**src/rtl/fb_pkg.sv**
```systemverilog
// Framebuffer geometry, pixel writer state encoding and the (x,y) to word
// address mapping shared by every block that touches the 1-bpp framebuffer.
package fb_pkg;

    localparam int H_RES          = 640;
    localparam int V_RES          = 480;
    localparam int WORDS_PER_LINE = H_RES / 16;
    localparam int FB_WORDS       = WORDS_PER_LINE * V_RES;
    localparam int ADDR_W         = 18;
    localparam int ERASE_W        = 15;

    typedef enum logic [2:0] {
        IDLE,
        RD_REQ,
        RD_WAIT,
        WR_REQ,
        WR_WAIT,
        ER_REQ,
        ER_WAIT
    } pw_state_t;

    // Word address of a pixel: y*40 + x/16, built from shifts so no multiplier
    // is needed; the caller passes x[9:4] as the word column.
    function automatic logic [ADDR_W-1:0] xy_to_addr(input logic [5:0] x_word,
                                                     input logic [9:0] y);
        logic [ADDR_W-1:0] y_ext;
        y_ext = ADDR_W'(y);
        return (y_ext << 5) + (y_ext << 3) + ADDR_W'(x_word);
    endfunction

endpackage

```
**src/rtl/sram_req.sv**
```systemverilog
// SRAM handshake engine: issues a one-cycle read or write strobe when the
// controller is idle and the bus is granted, then reports completion on the
// first ready cycle at least two cycles after the strobe.
module sram_req (
    input  logic clk,
    input  logic reset,
    input  logic rd_req,
    input  logic wr_req,
    input  logic ready,
    input  logic bus_free,
    output logic read,
    output logic write,
    output logic done
);

    logic       active;
    logic [1:0] age;
    logic       can_start;

    assign can_start = ready && bus_free && !active;
    assign read      = rd_req && can_start;
    assign write     = wr_req && !rd_req && can_start;
    assign done      = active && ready && (age == 2'd2);

    // Track the in-flight operation and its age since the strobe.
    always_ff @(posedge clk or posedge reset) begin
        if (reset) begin
            active <= 1'b0;
            age    <= 2'd0;
        end else if (read || write) begin
            active <= 1'b1;
            age    <= 2'd1;
        end else if (done) begin
            active <= 1'b0;
            age    <= 2'd0;
        end else if (active && (age != 2'd2)) begin
            age <= age + 2'd1;
        end
    end

endmodule

```
**src/rtl/pixel_writer.sv**
```systemverilog
// Write-side framebuffer initiator: sets one pixel per accepted pen point with
// a read-modify-write, or sweeps zeros over the whole framebuffer on an erase
// button press. SRAM access only starts while bus_free is granted.
module pixel_writer
    import fb_pkg::*;
(
    input  logic              clk,
    input  logic              reset,
    input  logic [9:0]        x,
    input  logic [9:0]        y,
    input  logic              point_valid,
    input  logic              erase_button,
    input  logic              bus_free,
    input  logic              ready,
    input  logic [15:0]       data_read,
    output logic [ADDR_W-1:0] address,
    output logic [15:0]       data_write,
    output logic              read,
    output logic              write,
    output logic              busy,
    output logic              erasing
);

    pw_state_t          state;
    logic [ADDR_W-1:0]  pt_addr;
    logic [3:0]         pt_bit;
    logic               point_pending;
    logic               erase_pending;
    logic               erase_q;
    logic [ERASE_W-1:0] erase_cnt;

    logic               rd_req;
    logic               wr_req;
    logic               done;
    logic               on_screen;
    logic               accept;
    logic               erase_edge;
    logic               erase_req;
    logic [ADDR_W-1:0]  new_addr;

    assign on_screen  = (x < 10'(H_RES)) && (y < 10'(V_RES));
    assign accept     = point_valid && !busy && on_screen;
    assign new_addr   = xy_to_addr(x[9:4], y);
    assign erase_edge = erase_button && !erase_q;
    assign erase_req  = erase_pending || (erase_edge && !erasing);
    assign rd_req     = (state == RD_REQ);
    assign wr_req     = (state == WR_REQ) || (state == ER_REQ);

    sram_req u_sram_req (
        .clk      (clk),
        .reset    (reset),
        .rd_req   (rd_req),
        .wr_req   (wr_req),
        .ready    (ready),
        .bus_free (bus_free),
        .read     (read),
        .write    (write),
        .done     (done)
    );

    // Remember the previous button level so a press is seen only once.
    always_ff @(posedge clk or posedge reset) begin
        if (reset) begin
            erase_q <= 1'b0;
        end else begin
            erase_q <= erase_button;
        end
    end

    // Main sequencer: point read-modify-write and erase sweep share one bus.
    always_ff @(posedge clk or posedge reset) begin
        if (reset) begin
            state         <= IDLE;
            address       <= '0;
            data_write    <= 16'h0000;
            busy          <= 1'b0;
            erasing       <= 1'b0;
            pt_addr       <= '0;
            pt_bit        <= 4'd0;
            point_pending <= 1'b0;
            erase_pending <= 1'b0;
            erase_cnt     <= '0;
        end else begin
            if (erase_edge && !erasing) begin
                erase_pending <= 1'b1;
            end
            if (accept) begin
                pt_addr <= new_addr;
                pt_bit  <= x[3:0];
            end
            case (state)
                IDLE: begin
                    if (erase_req) begin
                        state         <= ER_REQ;
                        erase_pending <= 1'b0;
                        erasing       <= 1'b1;
                        busy          <= 1'b1;
                        address       <= ADDR_W'(erase_cnt);
                        data_write    <= 16'h0000;
                        if (accept) begin
                            point_pending <= 1'b1;
                        end
                    end else if (accept) begin
                        state   <= RD_REQ;
                        busy    <= 1'b1;
                        address <= new_addr;
                    end else if (point_pending) begin
                        state         <= RD_REQ;
                        busy          <= 1'b1;
                        point_pending <= 1'b0;
                        address       <= pt_addr;
                    end
                end
                RD_REQ: begin
                    if (read) begin
                        state <= RD_WAIT;
                    end
                end
                RD_WAIT: begin
                    if (done) begin
                        data_write <= data_read | (16'h0001 << pt_bit);
                        state      <= WR_REQ;
                    end
                end
                WR_REQ: begin
                    if (write) begin
                        state <= WR_WAIT;
                    end
                end
                WR_WAIT: begin
                    if (done) begin
                        state <= IDLE;
                        busy  <= erase_req;
                    end
                end
                ER_REQ: begin
                    if (write) begin
                        state <= ER_WAIT;
                    end
                end
                ER_WAIT: begin
                    if (done) begin
                        if (erase_cnt == ERASE_W'(FB_WORDS - 1)) begin
                            erase_cnt <= '0;
                            erasing   <= 1'b0;
                            busy      <= point_pending;
                            state     <= IDLE;
                        end else begin
                            erase_cnt <= erase_cnt + 1'b1;
                            address   <= ADDR_W'(erase_cnt + 1'b1);
                            state     <= ER_REQ;
                        end
                    end
                end
                default: begin
                    state <= IDLE;
                end
            endcase
        end
    end

endmodule

```
**config.mk**
```make
export PLATFORM = sky130hd
export DESIGN_NAME = pixel_writer
export DESIGN_NICKNAME = d
export VERILOG_FILES = /design/src/rtl/fb_pkg.sv /design/src/rtl/sram_req.sv /design/src/rtl/pixel_writer.sv
export SDC_FILE = /design/constraint.sdc
export NUM_CORES = 1
export LEC_CHECK = 0
export ABC_CLOCK_PERIOD_IN_PS = 2300
export CAP_MARGIN = 20
export CORE_MARGIN = 2
export CORE_UTILIZATION = 40
export CTS_BUF_LIST = sky130_fd_sc_hd__clkbuf_8
export DETAILED_ROUTE_END_ITERATION = 8
export MAX_ROUTING_LAYER = met4
export PLACE_DENSITY = 0.66
export SLEW_MARGIN = 20
export SYNTH_ARGS = -nofsm -noshare
export SYNTH_HDL_FRONTEND = slang
export SYNTH_SLANG_ARGS = --single-unit
```
**constraint.sdc**
```tcl
create_clock -name clk -period 2.3 [get_ports clk]
set_input_delay 0.23 -clock clk [delete_from_list [all_inputs] [get_ports clk]]
set_output_delay 0.23 -clock clk [all_outputs]
set_load 0.01 [all_outputs]
```
; ---- Word level (Yosys, flattened, before mapping)
; Cells that the tools add are included.
[word_totals]
ff_bits = 82
latch_bits = 0
ram_bits = 0
rom_bits = 0
input_bits = 42
output_inout_bits = 38
word_cells = 120
n_memories = 0
[op_classes]
add_sub_neg = 5
n_mul = 0
div = 0
order_cmp = 2
n_eq_ne = 21
shift = 1
muxes = 43
bitwise_logic = 1
n_reduce_logical = 34
[ops]
columns = operator, n
row1 = 2-to-1 mux 18 bit, 5
row2 = case mux 18 bit (2 select lines), 1
row3 = 2-to-1 mux 16 bit, 2
row4 = case mux 16 bit (2 select lines), 1
row5 = 2-to-1 mux 3 bit, 10
row6 = case mux 3 bit (7 select lines), 1
row7 = "inequality test 2 bit, second input constant", 9
row8 = adder 16 x 6 -> 17 bit, 1
row9 = 2-to-1 mux 1 bit, 17
row10 = "adder 15 x 1 -> 16 bit, second input constant", 1
row11 = adder 15 x 13 -> 16 bit, 1
row12 = bitwise OR 16 bit, 1
row13 = "<< shifter 1 x 4 -> 16 bit, first input constant", 1
row14 = "adder 15 x 1 -> 15 bit, second input constant", 1
row15 = "equality test 15 bit, second input constant", 1
row16 = 2-to-1 mux 15 bit, 1
row17 = logical AND 1 bit, 13
row18 = "less-than comparator 10 bit, second input constant", 1
row19 = "less-than comparator 10 x 9 -> 1 bit, second input constant", 1
row20 = "equality test 3 bit, second input constant", 3
row21 = AND reduction 4 bit, 2
row22 = AND reduction 7 bit, 1
row23 = "equality test 3 x 2 -> 1 bit, second input constant", 2
row24 = 2-to-1 mux 2 bit, 3
row25 = 15 further kinds, 27

; ---- Logic depth before layout (Yosys ltp)
[logic_depth]
depth_word = 6
depth_mapped = 10

; ---- By module
; Synthesis repeated with hierarchy kept, for this count alone.
[unflattened]
cells_unflattened = 522
area_unflattened_um2 = 4570.6
[by_module_without_submodules]
columns = mod, instances, cells_each, area_per_inst_um2, seq_area_each_um2
row1 = pixel_writer, 1, 504, 4398.0, 1876.8
row2 = sram_req, 1, 18, 172.7, 75.1

; ---- Worst setup path after synthesis
; No wires, ideal clock.
[synth_timing]
path_kind = input -> register
from = input port y[0]
to = register address[10]
t_arrival_ns = 2.326
path_slack_ns = -0.121
stages = 10
n_path_buf = 0
cell_sequence = inv_1 fa_1 inv_1 fa_1 a211oi_1 o21bai_1 a21oi_1 xor2_1 o211a_1 o31ai_1
[synth_between]
elab_chain_len = 6
elab_cells_between_ends = 10
classes_between = add/sub (2) / order compare (1) / eq/ne (1) / mux (3) / reduce/logical (3)
[synth_lines]
columns = item, line_no
row1 = start: declaration, pixel_writer.sv:10  ; input logic [9:0] y,
row2 = "parallel branches: the longest is 6 deep, another holds adder 16 x 6 -> 17 bit", n/a
row3 = end signal: assignment, pixel_writer.sv:98  ; address <= ADDR_W'(erase_cnt);
row4 = end signal: assignment, pixel_writer.sv:106  ; address <= new_addr;
row5 = end signal: assignment, pixel_writer.sv:111  ; address <= pt_addr;
row6 = end: declaration, pixel_writer.sv:16  ; output logic [ADDR_W-1:0] address,
; Parallel ways; which one is timed is not known.
; A chain may end at the register's enable or synchronous reset.

; ---- Worst setup path in the final report
[layout_timing]
from = input port y[0]
to = register address[11]
; Same word-level chain as after synthesis.

==> results.json <==
{
  "synth-main-ff-cell": "dfrtp_1",
  "p_per_area_nw_per_um2": 1010,
  "cp_data_required_time_ns": 2.61,
  "die-height_um": 111,
  "pwr-share-seq": 0.345,
  "synth_edf_count": 0,
  "cts_hold_buf": 0,
  "area_growth_pct": 36.9,
  "end_kind": "register",
  "hold_slack_ns": 0.256,
  "avgViaCountPerCell": 5.45,
  "ys_seq_area_frac": 0.422,
  "num_rows": 39,
  "cts.sinks": 78,
  "root_buffer": "clkbuf_8",
  "switching_share": 0.397,
  "hold_violations": 0,
  "netlist_area_sq_um": 4620,
  "hp-class": "input pin to async pin",
  "finalWorstSetupSlack_ns": 0.109,
  "crit_path_start_kind": "input pin",
  "tns_ns": 0,
  "rsz0062_at_grt": "true",
  "yosys.cell_types.count": 59,
  "ys_ff_latch": 78,
  "fp.dieW_um": 111,
  "die-area_sq_um": 12400,
  "mostFrequentLayoutCells": "nand2_1 (97), dfrtp_1 (78), clkdlybuf4s50_1 (70), o21ai_0 (69), buf_4 (64)",
  "hpwl_um": 9500,
  "crit_path_max_incr_delay_ns": 0.55,
  "path_class": "input pin to register",
  "core_sq_um": 11400,
  "antenna-diode-count": 0,
  "finClkSkew_ns": 0.0127,
  "startpoint": "y[0]",
  "gr-total-overflow": 0,
  "synth_cells": 533,
  "finalCriticalPeriod_ns": 2.19,
  "worstPathArrival_ns": 2.50,
  "r2r_end": "address[7]",
  "p_leak_uw": 0.00281,
  "tightest_slew_ns": 0.537,
  "grt_pass1_wl_um": 21500,
  "ir_worst_vdd_uv": 545,
  "maxCapViolCount": 0,
  "path_max_fanout": 3,
  "htree_levels": 3,
  "path_clk_slew_ns": 0.09,
  "final_common_cell": "nand2_1",
  "layout.nets": 724,
  "max-slew-margin-rel": 0.641,
  "top_level_ports": 80,
  "grt_pass1_vias": 4297,
  "io_buffers": 77,
  "wl_um": 12800,
  "finalPower_uw": 6360,
  "numPlacedInstances": 789,
  "period_share": 0.953,
  "p_switching_uw": 2530,
  "setup_viol": 0,
  "track_usage": 0.220,
  "async_flop_share": 1.00,
  "num_vias": 4406,
  "drcViolationCount": 0,
  "final_max_slew_viol_count": 0,
  "initial_core_util": 0.406,
  "crit_slowest_cell": "fa_1",
  "internal_power_uw": 3840,
  "wl_per_cell_um": 15.9,
  "firstDrtPassIters": 5,
  "crit_path_cell_trace": "buf_6 -> inv_2 -> fa_1 -> inv_2 -> buf_4 -> ha_4 -> a21oi_4 -> o211ai_1 -> a31oi_1 -> mux2i_1 -> a221o_1 -> a21oi_2",
  "pwr-share-clk": 0.159,
  "dpl_worst_slack_ns": -0.724,
  "p_comb_frac": 0.495,
  "antenna_found_initial": 0,
  "final_cells": 808,
  "avgSynthCellArea_sq_um": 8.67,
  "place.gp.congestion": 0.879,
  "r2r_slack_ns": 0.19,
  "fmax_mhz": 456,
  "status": "complete, no violations",
  "ant_nets": 0,
  "path_common_cell": "inv_2",
  "grt_max_degree": 79,
  "insertion_delay_ns": 0.38,
  "r2r-start": "u_sram_req.age[0]",
  "r2r_cells": 6,
  "cts_tree": "yes",
  "drt_first_iter_violations": 346,
  "cts_buffer_depth": 2,
  "numCtsBuffers": 9,
  "final_layout_size_suffix_gt1_frac": 0.188,
  "ys_warn_count": 0
}
==> synthesized netlist by cell type, types with 4 or more instances <==
library cell,number,area [sq um]
a211oi_1,5,37.5
a21o_1,5,37.5
a21oi_1,26,130
a31oi_1,4,25.0
and2_1,5,31.3
and3_1,8,50.1
buf_2,5,25.0
clkbuf_1,17,63.8
dfrtp_1,78,1950
ha_1,20,250
inv_1,15,56.3
mux2_2,5,56.3
mux2i_1,4,40.0
nand2_1,97,364
nand2b_1,6,37.5
nand3_1,10,50.1
nand3b_1,4,30.0
nand4_1,6,37.5
nor2_1,38,143
nor2b_1,4,25.0
nor3_1,15,75.1
nor4_1,4,25.0
o21ai_0,71,355
o31ai_1,5,37.5
or3_1,4,25.0
xnor2_1,9,78.8
xor2_1,7,61.3
==> registers in the layout, summed over array words and instances, names as in the netlist <==
signal             count
pt_bit                 4
busy                   1
erasing                1
state                  3
erase_cnt             15
erase_q                1
point_pending          1
pt_addr               16
u_sram_req.age         2
erase_pending          1
u_sram_req.active      1
address               16
data_write            16
==> layer usage <==
metal,GRT usage,wire [um],vias up
li1,-,-,2142
met1,0.290,5770,2110
met2,0.336,6010,134
met3,0.0539,764,20
met4,0.0708,295,0
met5,-,0,-
==> critical path: cells and delay by family <==
family / cells / cell delay (ns)
fa+ha+maj: 2 / 0.79
buf+inv: 4 / 0.28
mux: 1 / 0.15
compound gates: 5 / 1.04
==> repair_timing <==
item,CTS,global route
pin swaps,14,15
setup buffers,2,1
endpoints found under the setup margin,14,9
resized for setup,17,27
==> logic make-up (layout without fill, tap and decap cells) <==
logic type               Yosys count  in the layout  synth area share
AND/OR/NAND/NOR                  219            219             0.229
multiplexers                       9              9            0.0208
XOR/XNOR                          16             16            0.0303
flip-flops                        78             78             0.422
AO/OA/AOI/OAI                    145            145             0.190
buffers and inverters             43            174            0.0430
other                              1              2          0.000812
adder cells (fa/ha/maj)           22             22            0.0628
==> how the worst max path moves through the flow <==
stage	end	slack (ns)
2_1_floorplan	pt_addr[13]	-0.01
3_3_place_gp	pt_addr[13]	-0.63
3_5_place_dp	address[13]	-0.72
4_1_cts	address[10]	0.05
5_1_grt	address[10]	-0.02
6_report	address[11]	0.11
==> power by group through the flow <==
| stage | Clock [uW] | Sequential [uW] | Combinational, uW |
|---|---|---|---|
| 3_3_place_gp | 0 | 2200 | 3010 |
| 6_report | 1010 | 2200 | 3150 |
| 3_5_place_dp | 0 | 2220 | 3070 |
| 4_1_cts | 1040 | 2200 | 3110 |
| 5_1_grt | 1100 | 2260 | 3480 |
| 2_1_floorplan | 0 | 2260 | 1610 |
==> layout make-up <==
| type | instances | area (sq um) |
|---|---|---|
| Tap cell | 143 | 179 |
| Multi-Input combinational cell | 413 | 2670 |
| Timing Repair Buffer | 143 | 1280 |
| Clock inverter | 7 | 62.6 |
| Clock buffer | 9 | 124 |
| Inverter | 15 | 56.3 |
| Sequential cell | 78 | 1950 |
| Fill cell | 1033 | 5040 |
==> per-stage QoR <==
step	cell area, sq um	util
floorplan	4640	-
finish	6330	0.556
global route	6330	0.556
CTS	6200	0.546
detailed placement	5940	0.523
global placement	5940	0.523
No activity file was read; power rests on OpenSTA's default activity.
